**src/rtl/div_unit_pkg.sv**
```systemverilog
// Shared types and width constants for the iterative RV32M divider.
package div_unit_pkg;

  localparam int XLEN  = 32;
  localparam int CNT_W = $clog2(XLEN);

  localparam logic [XLEN-1:0] INT_MIN = {1'b1, {(XLEN-1){1'b0}}};

  // One-hot operation select, MSB first: {div, divu, rem, remu}.
  typedef struct packed {
    logic div;
    logic divu;
    logic rem;
    logic remu;
  } div_op_type;

  typedef struct packed {
    logic [XLEN-1:0] rdata1;
    logic [XLEN-1:0] rdata2;
    logic            enable;
    div_op_type      op;
  } div_in_type;

  typedef struct packed {
    logic [XLEN-1:0] result;
    logic            ready;
  } div_out_type;

  typedef enum logic [1:0] {
    IDLE,
    BUSY,
    FINISH
  } div_state_type;

  // Two's-complement negate when neg is set.
  function automatic logic [XLEN-1:0] neg_if(input logic [XLEN-1:0] x, input logic neg);
    return neg ? (~x + 1'b1) : x;
  endfunction

endpackage

```
**src/rtl/div_unit.sv**
```systemverilog
// Iterative restoring divider: one quotient bit per cycle, DIV/DIVU/REM/REMU.
module div_unit
  import div_unit_pkg::*;
(
  input  logic        clock,
  input  logic        reset,
  input  div_in_type  div_in,
  input  logic        clear,
  output div_out_type div_out
);

  typedef struct packed {
    div_state_type   state;
    logic [CNT_W-1:0] cnt;
    div_op_type      op;
    logic [XLEN-1:0] dvd;     // dividend shifting out, quotient shifting in
    logic [XLEN-1:0] dsr;     // divisor magnitude
    logic [XLEN-1:0] rem;     // partial remainder
    logic            neg_q;
    logic            neg_r;
    logic [XLEN-1:0] result;
  } div_reg_type;

  localparam div_reg_type REG_RESET = '{
    state:  IDLE,
    cnt:    '0,
    op:     '0,
    dvd:    '0,
    dsr:    '0,
    rem:    '0,
    neg_q:  1'b0,
    neg_r:  1'b0,
    result: '0
  };

  div_reg_type r;
  div_reg_type v;

  logic [XLEN:0]   rem_sh;
  logic            q_bit;
  logic [XLEN-1:0] rem_nxt;
  logic [XLEN-1:0] dvd_nxt;
  logic            in_signed;
  logic            in_quot;
  logic            s1;
  logic            s2;

  // Next-state logic: one restoring step plus the IDLE/BUSY/FINISH sequencing.
  always_comb begin
    // NOTE: v starts as a copy of r so every field has a value on every path; no latches.
    v = r;

    rem_sh  = {r.rem, r.dvd[XLEN-1]};
    q_bit   = (rem_sh >= {1'b0, r.dsr});
    rem_nxt = q_bit ? XLEN'(rem_sh - {1'b0, r.dsr}) : rem_sh[XLEN-1:0];
    dvd_nxt = {r.dvd[XLEN-2:0], q_bit};

    in_signed = div_in.op.div | div_in.op.rem;
    in_quot   = div_in.op.div | div_in.op.divu;
    s1        = in_signed & div_in.rdata1[XLEN-1];
    s2        = in_signed & div_in.rdata2[XLEN-1];

    unique case (r.state)
      IDLE: begin
        if (div_in.enable) begin
          v.op    = div_in.op;
          v.dvd   = neg_if(div_in.rdata1, s1);
          v.dsr   = neg_if(div_in.rdata2, s2);
          v.neg_q = s1 ^ s2;
          v.neg_r = s1;
          v.rem   = '0;
          v.cnt   = CNT_W'(XLEN - 1);
          if (div_in.rdata2 == '0) begin
            v.result = in_quot ? '1 : div_in.rdata1;
            v.state  = FINISH;
          end else if (in_signed && div_in.rdata1 == INT_MIN && div_in.rdata2 == '1) begin
            v.result = in_quot ? INT_MIN : '0;
            v.state  = FINISH;
          end else begin
            v.state  = BUSY;
          end
        end
      end
      BUSY: begin
        v.rem = rem_nxt;
        v.dvd = dvd_nxt;
        v.cnt = r.cnt - 1'b1;
        if (r.cnt == '0) begin
          v.state  = FINISH;
          v.result = (r.op.div | r.op.divu) ? neg_if(dvd_nxt, r.neg_q)
                                             : neg_if(rem_nxt, r.neg_r);
        end
      end
      FINISH: v.state = IDLE;
      default: v.state = IDLE;
    endcase

    // Abort wins over everything except reset; a same-cycle enable is dropped.
    if (clear) v.state = IDLE;
  end

  // State register with synchronous active-high reset.
  always_ff @(posedge clock) begin
    // NOTE: sequential state uses non-blocking assignments only.
    if (reset) r <= REG_RESET;
    else       r <= v;
  end

  assign div_out.result = r.result;
  assign div_out.ready  = (r.state == FINISH) & ~clear;

endmodule

```
**config.mk**
```make
export PLATFORM = sky130hd
export DESIGN_NAME = div_unit
export DESIGN_NICKNAME = d
export VERILOG_FILES = /design/src/rtl/div_unit_pkg.sv /design/src/rtl/div_unit.sv
export SDC_FILE = /design/constraint.sdc
export NUM_CORES = 1
export LEC_CHECK = 0
export BUFFER_PORTS_ARGS = -buffer_cell sky130_fd_sc_hd__buf_2
export CAP_MARGIN = 5
export CORE_UTILIZATION = 30
export CTS_CLUSTER_SIZE = 12
export DETAILED_ROUTE_END_ITERATION = 10
export GPL_ROUTABILITY_DRIVEN = 0
export PLACE_DENSITY = 0.5
export REMOVE_ABC_BUFFERS = 1
export SYNTH_ARGS = -nofsm -noshare
export SYNTH_HDL_FRONTEND = slang
export SYNTH_SLANG_ARGS = --single-unit
```
**constraint.sdc**
```tcl
create_clock -name clock -period 4.73 [get_ports clock]
set_input_delay 0.473 -clock clock [delete_from_list [all_inputs] [get_ports clock]]
set_output_delay 0.473 -clock clock [all_outputs]
set_load 0.02 [all_outputs]
```
# Yosys cells after proc, flatten, opt, wreduce, memory -nomap -nowiden
# Cells that the tools add are included.
dict set report word_totals {
  elab_cells 69
  in_bits 72
  register_bits 141
  out_inout_bits 33
}
dict set report classes {
  order_cmp 1
  bitwise 12
  add_sub_neg 6
  n_mux 20
  reduce_logical 11
  eq_ne 7
}
# op count
set op_table {}
lappend op_table {{2-to-1 mux 32 bit} 11}
lappend op_table {{case mux 32 bit (2 select lines)} 3}
lappend op_table {{2-to-1 mux 141 bit} 1}
lappend op_table {{adder 32 x 1 -> 32 bit (second input constant)} 4}
lappend op_table {{NOT 32 bit} 4}
lappend op_table {{equality test 32 bit (second input constant)} 2}
lappend op_table {{greater-or-equal comparator 33 x 32 -> 1 bit} 1}
lappend op_table {{zero test 32 bit} 1}
lappend op_table {{subtractor 32 bit} 1}
lappend op_table {{case mux 5 bit (2 select lines)} 1}
lappend op_table {{2-to-1 mux 2 bit} 3}
lappend op_table {{AND reduction 2 bit} 3}
lappend op_table {{zero test 5 bit} 1}
lappend op_table {{subtractor 5 x 1 -> 5 bit (second input constant)} 1}
lappend op_table {{!= test 2 bit (second input constant)} 2}
lappend op_table {{case mux 2 bit (2 select lines)} 1}
lappend op_table {{AND reduction 4 bit} 1}
lappend op_table {{AND 1 bit} 3}
lappend op_table {{!= test 3 bit (second input constant)} 1}
lappend op_table {{bitwise OR 1 bit} 3}
lappend op_table {{equality test 2 x 1 -> 1 bit (second input constant)} 1}
lappend op_table {{equality test 2 bit (second input constant)} 1}
lappend op_table {{logical AND 1 bit} 2}
lappend op_table {{zero test 2 bit} 1}
lappend op_table {{4 further kinds} 4}

# Logic depth before layout (Yosys ltp)
# Gate-level depths: netlist of run 1.
dict set report logic_depth {
  depth_word 8
  mapped_depth 25
  depth_no_buf 20
}

# Worst setup path after synthesis of run 1
# Ideal clock, no wire load.
dict set report synth_timing {
  path_type {reg2reg}
  startpoint {register r[67] (netlist name)}
  endpoint {register r (netlist bit div_out[29])}
  setup_time_ns 0.127
  path_slack_ns -0.057
  stages_incl_launch_ff 25
  required_time_ns 4.603
  path_buffers 4
  arrival_time_ns 4.660
  synth_period_minus_slack_ns 4.787
  cell_sequence {dfxtp_1 -> inv_1 -> ha_1 -> nor2b_1 -> o2111ai_2 -> a211oi_2 -> o211a_1 -> o21ai_2 -> nand2_2 -> buf_6 -> buf_2 -> buf_2 -> buf_1 -> nand2_1 -> o21ai_0 -> ha_1 -> o21ai_0 -> a211oi_1 -> and4_1 -> o21ai_0 -> a2bb2oi_1 -> nor4b_1 -> nand4b_1 -> nand2_1 -> or3b_1}
}
dict set report synth_between {
  elab_chain_cells 8
  elab_cells_between_ends 12
  classes_between {3 x add/sub; 1 x order compare; 6 x mux; 2 x bitwise}
}
# element line_no
set synth_lines {}
lappend synth_lines {{start: declaration} div_unit.sv:36} ;# div_reg_type r;
lappend synth_lines {{start signal: assignment} div_unit.sv:106} ;# else r <= v;
lappend synth_lines {{subtractor 32 bit / greater-or-equal comparator 33 x 32 -> 1 bit (equally long branches)} {div_unit.sv:55, div_unit.sv:54}}
lappend synth_lines {{2-to-1 mux 32 bit} div_unit.sv:55} ;# rem_nxt = q_bit ? XLEN'(rem_sh - {1'b0, r.dsr}) : rem_sh[XLEN-1:0];
lappend synth_lines {{NOT 32 bit} div_unit_pkg.sv:37} ;# return neg ? (~x + 1'b1) : x;
lappend synth_lines {{adder 32 x 1 -> 32 bit} div_unit_pkg.sv:37}
lappend synth_lines {{2-to-1 mux 32 bit} div_unit_pkg.sv:37}
lappend synth_lines {{2-to-1 mux 32 bit *} div_unit.sv:90} ;# v.result = (r.op.div | r.op.divu) ? neg_if(dvd_nxt, r.neg_q)
lappend synth_lines {{2-to-1 mux 32 bit *} div_unit.sv:88} ;# if (r.cnt == '0) begin
lappend synth_lines {{case mux 32 bit (2 select lines) *} div_unit.sv:63} ;# unique case (r.state)
# Mark *: on every way between the ends. The rest lies on a longest branch, timed or not. The select of a mux whose other input is x is not followed.
# A chain may end at the register's enable or synchronous reset.

# Worst setup path in the final report of run 1
dict set report layout_timing {
  startpoint {register r[77] (netlist name)}
  endpoint {register r (netlist bit div_out[29])}
}
# The elaborated chain is that of the path after synthesis.

==> results of run 1 <==
==> per-layer routing <==
metal  vias to the layer above  track usage, %  share of wire (%)
met5                         -               0                  0
met4                         0            7.72                2.9
met3                        64            2.63                4.8
met2                       334            34.6                 47
met1                      5712            26.9                 46
li1                       5836               -                  -
==> sequential cells by signal, summed over array words and instances (netlist names) <==
name,cells
r,76
div_out,32
dvd_nxt,31
==> final timing paths <==
kind | to | cells past startpoint | start | slack, ns
max | div_out[29] | 19 | r[77] | 0.23
min | r[139] | 2 | clear | 0.23
max reg2reg | div_out[29] | 19 | r[77] | 0.23
min reg2reg | r[86] | 2 | r[86] | 0.45
==> kinds of logic (layout without fill, tap and decap cells) <==
family / Yosys count / count (layout) / synth area share, %
muxes: 27 / 27 / 2.77
AOI/OAI and AO/OA: 503 / 503 / 29.9
buffers and inverters: 194 / 253 / 7.50
adders and majority gates: 40 / 40 / 4.36
and+or+nand+nor: 540 / 540 / 22.6
DFF: 139 / 139 / 23.9
xor gates and xnor gates: 119 / 119 / 8.95
==> cell usage in the layout, fill, tap and decap left out, drive strengths merged, types with 7 or more instances in the layout <==
master | netlist | layout
a211oi | 53 | 53
a21o | 18 | 18
a21oi | 113 | 113
a222oi | 30 | 30
a22oi | 19 | 19
a311oi | 13 | 13
a31oi | 13 | 13
and2 | 11 | 11
and3 | 17 | 17
buf | 54 | 159
clkbuf | 78 | 20
clkinv | 0 | 7
dfxtp | 139 | 139
ha | 39 | 39
inv | 62 | 64
mux2 | 9 | 9
mux2i | 15 | 15
nand2 | 112 | 112
nand2b | 15 | 15
nand3 | 28 | 28
nand3b | 7 | 7
nand4 | 18 | 18
nor2 | 198 | 198
nor2b | 10 | 10
nor3 | 43 | 43
nor4 | 18 | 18
o211ai | 19 | 19
o21a | 15 | 15
o21ai | 118 | 118
o31ai | 22 | 22
o41ai | 11 | 11
or2 | 9 | 9
or3 | 17 | 17
or4 | 17 | 17
xnor2 | 66 | 66
xor2 | 53 | 53
==> metrics by stage <==
stage | setup slack, ns | setup TNS (ns) | utilization (%) | std cells
2_1_floorplan | -0.670 | -10.33 | - | 1430
3_3_place_gp | 0.239 | 0 | 33.2 | 2096
3_5_place_dp | 0.103 | 0 | 33.2 | 2096
4_1_cts | 0.0595 | 0 | 34.7 | 2128
5_1_grt | 0.00234 | 0 | 34.9 | 2132
6_report | 0.233 | 0 | 34.9 | 2132
==> final cells by class <==
type	instances	area, µm²	share of cell area [%]
Timing Repair Buffer	159	951	7.19
Clock buffer	20	447	3.38
Tap cell	511	639	4.83
Sequential cell	139	2780	21.0
Multi-Input combinational cell	1229	8060	60.9
Clock inverter	12	116	0.879
Inverter	62	233	1.76
==> timing repair <==
| action | in CTS | in global routing |
|---|---|---|
| buffers inserted | 0 | 4 |
| setup endpoints to repair | 0 | 7 |
| hold buffers | 0 | 0 |
| gates resized for setup | 0 | 12 |
==> report_power, final <==
part	leakage, nW	total, mW	switching, mW	internal, mW
clock	0.271	1.32	0.580	0.742
sequential	1.14	1.29	0.0569	1.24
combinational	3.77	0.909	0.573	0.336
==> metrics, run 1 <==
detailed placer's ending HPWL 30,400 µm; gr ovfl total 0; die area a little under 40,000 µm²; ys async rst share 0%; PortBufs 103; YS warnings 0; area of the core about 38,000 µm²; VDD IR-drop max between 0.2 and 0.25 mV; H-Tree Depth 4; hold_ws roughly 0.23 ns; synth unique cells 96; mean area per synthesized cell between 7 and 8 µm²; final instance area 13,200 µm²; Cell Area, Synth between 10,000 and 15,000 µm²; ANT cells 0; clk slew on worst S/H paths around 0.070 ns; sequential element share of the synthesized area around a quarter; Buf/Inv on CP 2; initial antenna violation count 0; clk_lat worst skew 0.45 ns; Crit Path Category flip-flop to flip-flop; Hold Path Class primary input to flip-flop; synth top area cells dfxtp_1 24%, nor2_1 6.4%, xnor2_1 5.0%, a21oi_1 4.9%, o21ai_0 4.7%; Yosys reg bits 139; crit-path max cell delay roughly 0.47 ns; Pwr Total between 3 and 4 mW; vias post-DR about 12,000; unrepaired setup endpoints after global routing no; initial drt markers roughly 1,100; die height about 200 µm; WL final around 40,000 µm; CP max stage cell ha_1; Max Root-Sink Buffers 2; detailed-route vias per instance ~5.6; Post-Synthesis Cells approximately 1,600; cts bufs inserted 17; average wire per standard cell 19.0 µm; synth cell count leaders 198 x nor2_1, 139 x dfxtp_1, 113 x a21oi_1; CP Capture Type flip-flop; number of global-route vias before repair ~11,000; Crit Path Max Fanout 9; crit start category flip-flop; Final setup viols 0; area leader, netlist dfxtp_1; Total GRT Usage 20.7%; largest net degree at the start of global routing 70; first-pass GRT wire length between 60,000 and 70,000 µm; critical-path cell list inv_1, ha_1, nand3_1, nor4_1, a31oi_1, o21a_1, nand2_4, mux2i_4, ha_2, o21ai_0, a211oi_1, and4_1, o21ai_0, a2bb2oi_1, nor4b_2, buf_4, nand4b_1, nand2_1, or3b_1; share of layout cells above drive strength 1 ~15%; status finished clean; number of fill cells in the layout ~4,100; top-count cell post-synth nor2_1; Post-synth top flop dfxtp_1; CTS Sinks between 100 and 150; Slew @ Worst Pin 1.06 ns; worst endpoint required time around 5.1 ns; Tcrit/Tclk final 95.1%; residual DRC count 0; Top Family by Delay on Critical Path simple AND/OR/NAND/NOR gates; Power Dens Cells 266 nW/µm²; synthesis-to-finish area growth 13.7%; # rows a little over 70; Slew HR a little under 30%; initial core utilization a little under a third; Synth top area share between 20% and 30%; Setup Skew around 0.013 ns; Final Max Tran Viols 0; Die W 199 µm; crit-path most repeated cell o21ai_0; Root Buffer clkbuf_16; Final min period 4.50 ns; Worst EP arrival roughly 4.8 ns; max-cap violations 0; final hold viol count 0; Post-synth EDFFs 0; TritonCTS clock tree done; cell leakage power slightly above 5 nW; Final #Nets ~1,700; router iterations before antenna repair 8; placed inst area around 13,000 µm²; antenna-violating nets left 0; I/O pin cnt 105; Fmax 222 MHz
No activity file was read; power rests on OpenSTA's default activity.
==> inputs of run 2 (changes only) <==
--- a/config.mk
+++ b/config.mk
@@ -5,13 +5,14 @@
 export SDC_FILE = /design/constraint.sdc
 export NUM_CORES = 1
 export LEC_CHECK = 0
+export ABC_AREA = 1
 export BUFFER_PORTS_ARGS = -buffer_cell sky130_fd_sc_hd__buf_2
 export CAP_MARGIN = 5
 export CORE_UTILIZATION = 30
 export CTS_CLUSTER_SIZE = 12
 export DETAILED_ROUTE_END_ITERATION = 10
 export GPL_ROUTABILITY_DRIVEN = 0
-export PLACE_DENSITY = 0.5
+export PLACE_DENSITY = 0.49
 export REMOVE_ABC_BUFFERS = 1
 export SYNTH_ARGS = -nofsm -noshare
 export SYNTH_HDL_FRONTEND = slang
==> run 2 against run 1 <==
  * Via count rose by 13%
  * Sequential cell count did not move
  * Core utilization fell by 1.4 points
  * Combinational power rose by 4.0%
  * Die area rose by 6.3%
  * Count of clock-buffer cells in the layout fell by 2
  * Critical path type unchanged
==> metrics, run 2 <==
number of fill cells in the layout 4,655 (was 4,070); DP Worst Slack 0.595 ns (was 0.103 ns); cts bufs inserted 17 (unchanged); crit start category flip-flop (unchanged); PortBufs 103 (unchanged); slack of the worst reg-to-reg path 0.48 ns (was 0.23 ns); die height 205 µm (was 199 µm); final worst slack 0.480 ns (was 0.233 ns); Yosys reg bits 139 (unchanged); first-pass GRT wire length 69,700 µm (was 63,000 µm); cell leakage power 6.73 nW (was 5.18 nW); area leader, netlist dfxtp_1 (unchanged); share of layout cells above drive strength 1 10.6% (was 15.3%); H-Tree Depth 4 (unchanged); # resized after CTS 0 (unchanged); ys async rst share 0% (unchanged); detailed-route vias per instance 5.02 (was 5.60); Hold Path Class primary input to flip-flop (unchanged); synth unique cells 63 (was 96); Fmax 235 MHz (was 222 MHz); most frequent cells in the layout 572 x nand2_1, 265 x inv_1, 211 x nor2_1 (was 198 x nor2_1, 139 x dfxtp_1, 112 x a21oi_1); Final setup viols 0 (unchanged); YS warnings 0 (unchanged); max-cap violations 0 (unchanged); largest reg by FF count r (unchanged); gr ovfl total 0 (unchanged); Total GRT Usage 21.4% (was 20.7%); router iterations before antenna repair 5 (was 8); Setup Skew 0.0131 ns (was 0.0128 ns); Setup TNS 0 ns (unchanged); Final Max Tran Viols 0 (unchanged); Root Buffer clkbuf_16 (unchanged); hold buffer count at cts 0 (unchanged); Final min period 4.25 ns (was 4.50 ns); initial antenna violation count 1 (was 0); Post-synth EDFFs 0 (unchanged); top-count cell post-synth nand2_1 (was nor2_1); ANT cells 0 (unchanged); initial core utilization 30.4% (was 30.7%); Placed Cells incl. Taps 2,665 (was 2,096); final hold viol count 0 (unchanged); number of global-route vias before repair 12,600 (was 11,300); synth top area cells dfxtp_1 22%, nand2_1 17%, a21oi_1 8.1%, inv_1 8.0%, nor2_1 6.5% (was dfxtp_1 24%, nor2_1 6.4%, xnor2_1 5.0%, a21oi_1 4.9%, o21ai_0 4.7%); Slew HR 37.4% (was 29.4%); worst r2r src r[73] (was r[77]); area of the core 40,700 µm² (was 37,900 µm²); CTS Sinks 139 (unchanged); vias post-DR 13,600 (was 11,900); Crit Path Category flip-flop to flip-flop (unchanged); residual DRC count 0 (unchanged); Power Dens Cells 262 nW/µm² (was 266 nW/µm²); Max Root-Sink Buffers 2 (unchanged); CP max stage cell ha_1 (unchanged); WL final 44,500 µm (was 40,400 µm); Pwr Total 3.57 mW (was 3.53 mW); crit-path most repeated cell nand2_1 (was o21ai_0); Synth top area share 22.5% (was 23.9%); antenna-violating nets left 0 (unchanged); Post-Synthesis Cells 2,125 (was 1,562); average wire per standard cell 16.5 µm (was 19.0 µm); CP startpoint r[73] (was r[77]); synth cell count leaders 572 x nand2_1, 265 x inv_1, 216 x nor2_1 (was 198 x nor2_1, 139 x dfxtp_1, 113 x a21oi_1); CP Capture Type flip-flop (unchanged); TritonCTS clock tree done (unchanged); # rows 74 (was 71); detailed placer's ending HPWL 33,700 µm (was 30,400 µm); postcts setup bufs 0 (unchanged); mean area per synthesized cell 5.83 µm² (was 7.45 µm²); worst endpoint required time 5.13 ns (was 5.05 ns); clk_lat worst skew 0.46 ns (was 0.45 ns); Final #Nets 2,264 (was 1,720); Die W 205 µm (was 199 µm); crit-path max cell delay 0.35 ns (was 0.47 ns); initial drt markers 1,197 (was 1,057); commonest non-fill, non-tap cell in the layout nand2_1 (was nor2_1); Crit Path Max Fanout 14 (was 9); VDD IR-drop max 0.272 mV (was 0.234 mV); synthesis-to-finish area growth 10.1% (was 13.7%); max reg flops 76 (unchanged); min-delay src clear (unchanged); sequential element share of the synthesized area 22.5% (was 23.9%); Slew @ Worst Pin 0.939 ns (was 1.06 ns); largest net degree at the start of global routing 75 (was 70); clk slew on worst S/H paths 0.06 ns (was 0.07 ns); hold_ws 0.290 ns (was 0.230 ns); die area 42,100 µm² (was 39,600 µm²); status finished clean (unchanged); unrepaired setup endpoints after global routing no (unchanged); I/O pin cnt 105 (unchanged); Cell Area, Synth 12,400 µm² (was 11,600 µm²); Worst EP arrival 4.65 ns (was 4.82 ns); non-filler instance count after layout 2,697 (was 2,132); Post-synth top flop dfxtp_1 (unchanged); Tcrit/Tclk final 89.8% (was 95.1%)
[run 2: cell types whose count changed after synthesis, sizes merged, moves of 23 or more]
cell / change
xor2: -23
a211oi: -52
inv: +208
nor2: +33
xnor2: -53
nand2: +479
a21oi: +93
a222oi: -30
nand3: +135
clkbuf: -25
o21ai: +29
[run 2: critical path, delay by kind of cell, from the launching register on]
family	cells	cell delay [ns]
flops	1	0.34
xor+xnor	1	0.13
buf+inv	6	0.45
simple gates	17	2.14
fa+ha+maj	2	0.54
compound gates	3	0.57
[run 2: final timing paths]
kind,to,cells after the start
max,div_out[29],29
min,r[139],3
max reg2reg,div_out[29],29
min reg2reg,r[97],2
[run 2: metrics by stage]
step	utilization (%)	area, µm²
after floorplan	-	11700
after global placement	32.1	13100
after detailed placement	32.1	13100
after CTS	33.5	13600
after global routing	33.5	13600
final	33.5	13600
[run 2: power breakdown]
part / internal, mW / leakage (nW) / switching [mW]
combinational: 0.285 / 5.34 / 0.660
clock: 0.723 / 0.255 / 0.616
sequential: 1.24 / 1.14 / 0.0528
[run 2: cells by family after synthesis]
logic type / after synthesis / synth area share [%]
flip-flops: 139 / 22.5
XOR/XNOR: 43 / 3.04
AO/OA/AOI/OAI: 435 / 19.4
AND/OR/NAND/NOR: 1079 / 37.4
buffers and inverters: 389 / 13.6
adder cells (fa/ha/maj): 40 / 4.10
[run 2: final cells by class]
type / count / area, µm² / area share [%]
Multi-Input combinational cell: 1597 / 7940 / 58.2
Sequential cell: 139 / 2780 / 20.4
Timing Repair Buffer: 123 / 666 / 4.88
Clock inverter: 14 / 121 / 0.890
Inverter: 274 / 1030 / 7.56
Clock buffer: 18 / 429 / 3.15
Tap cell: 532 / 666 / 4.88
[run 2: layer usage]
layer	track usage [%]	vias up	wire, µm
met5	0	-	0
met4	6.93	0	1030
met3	2.91	50	2060
met2	34.7	328	20200
met1	29.1	6226	21200
li1	-	6947	-
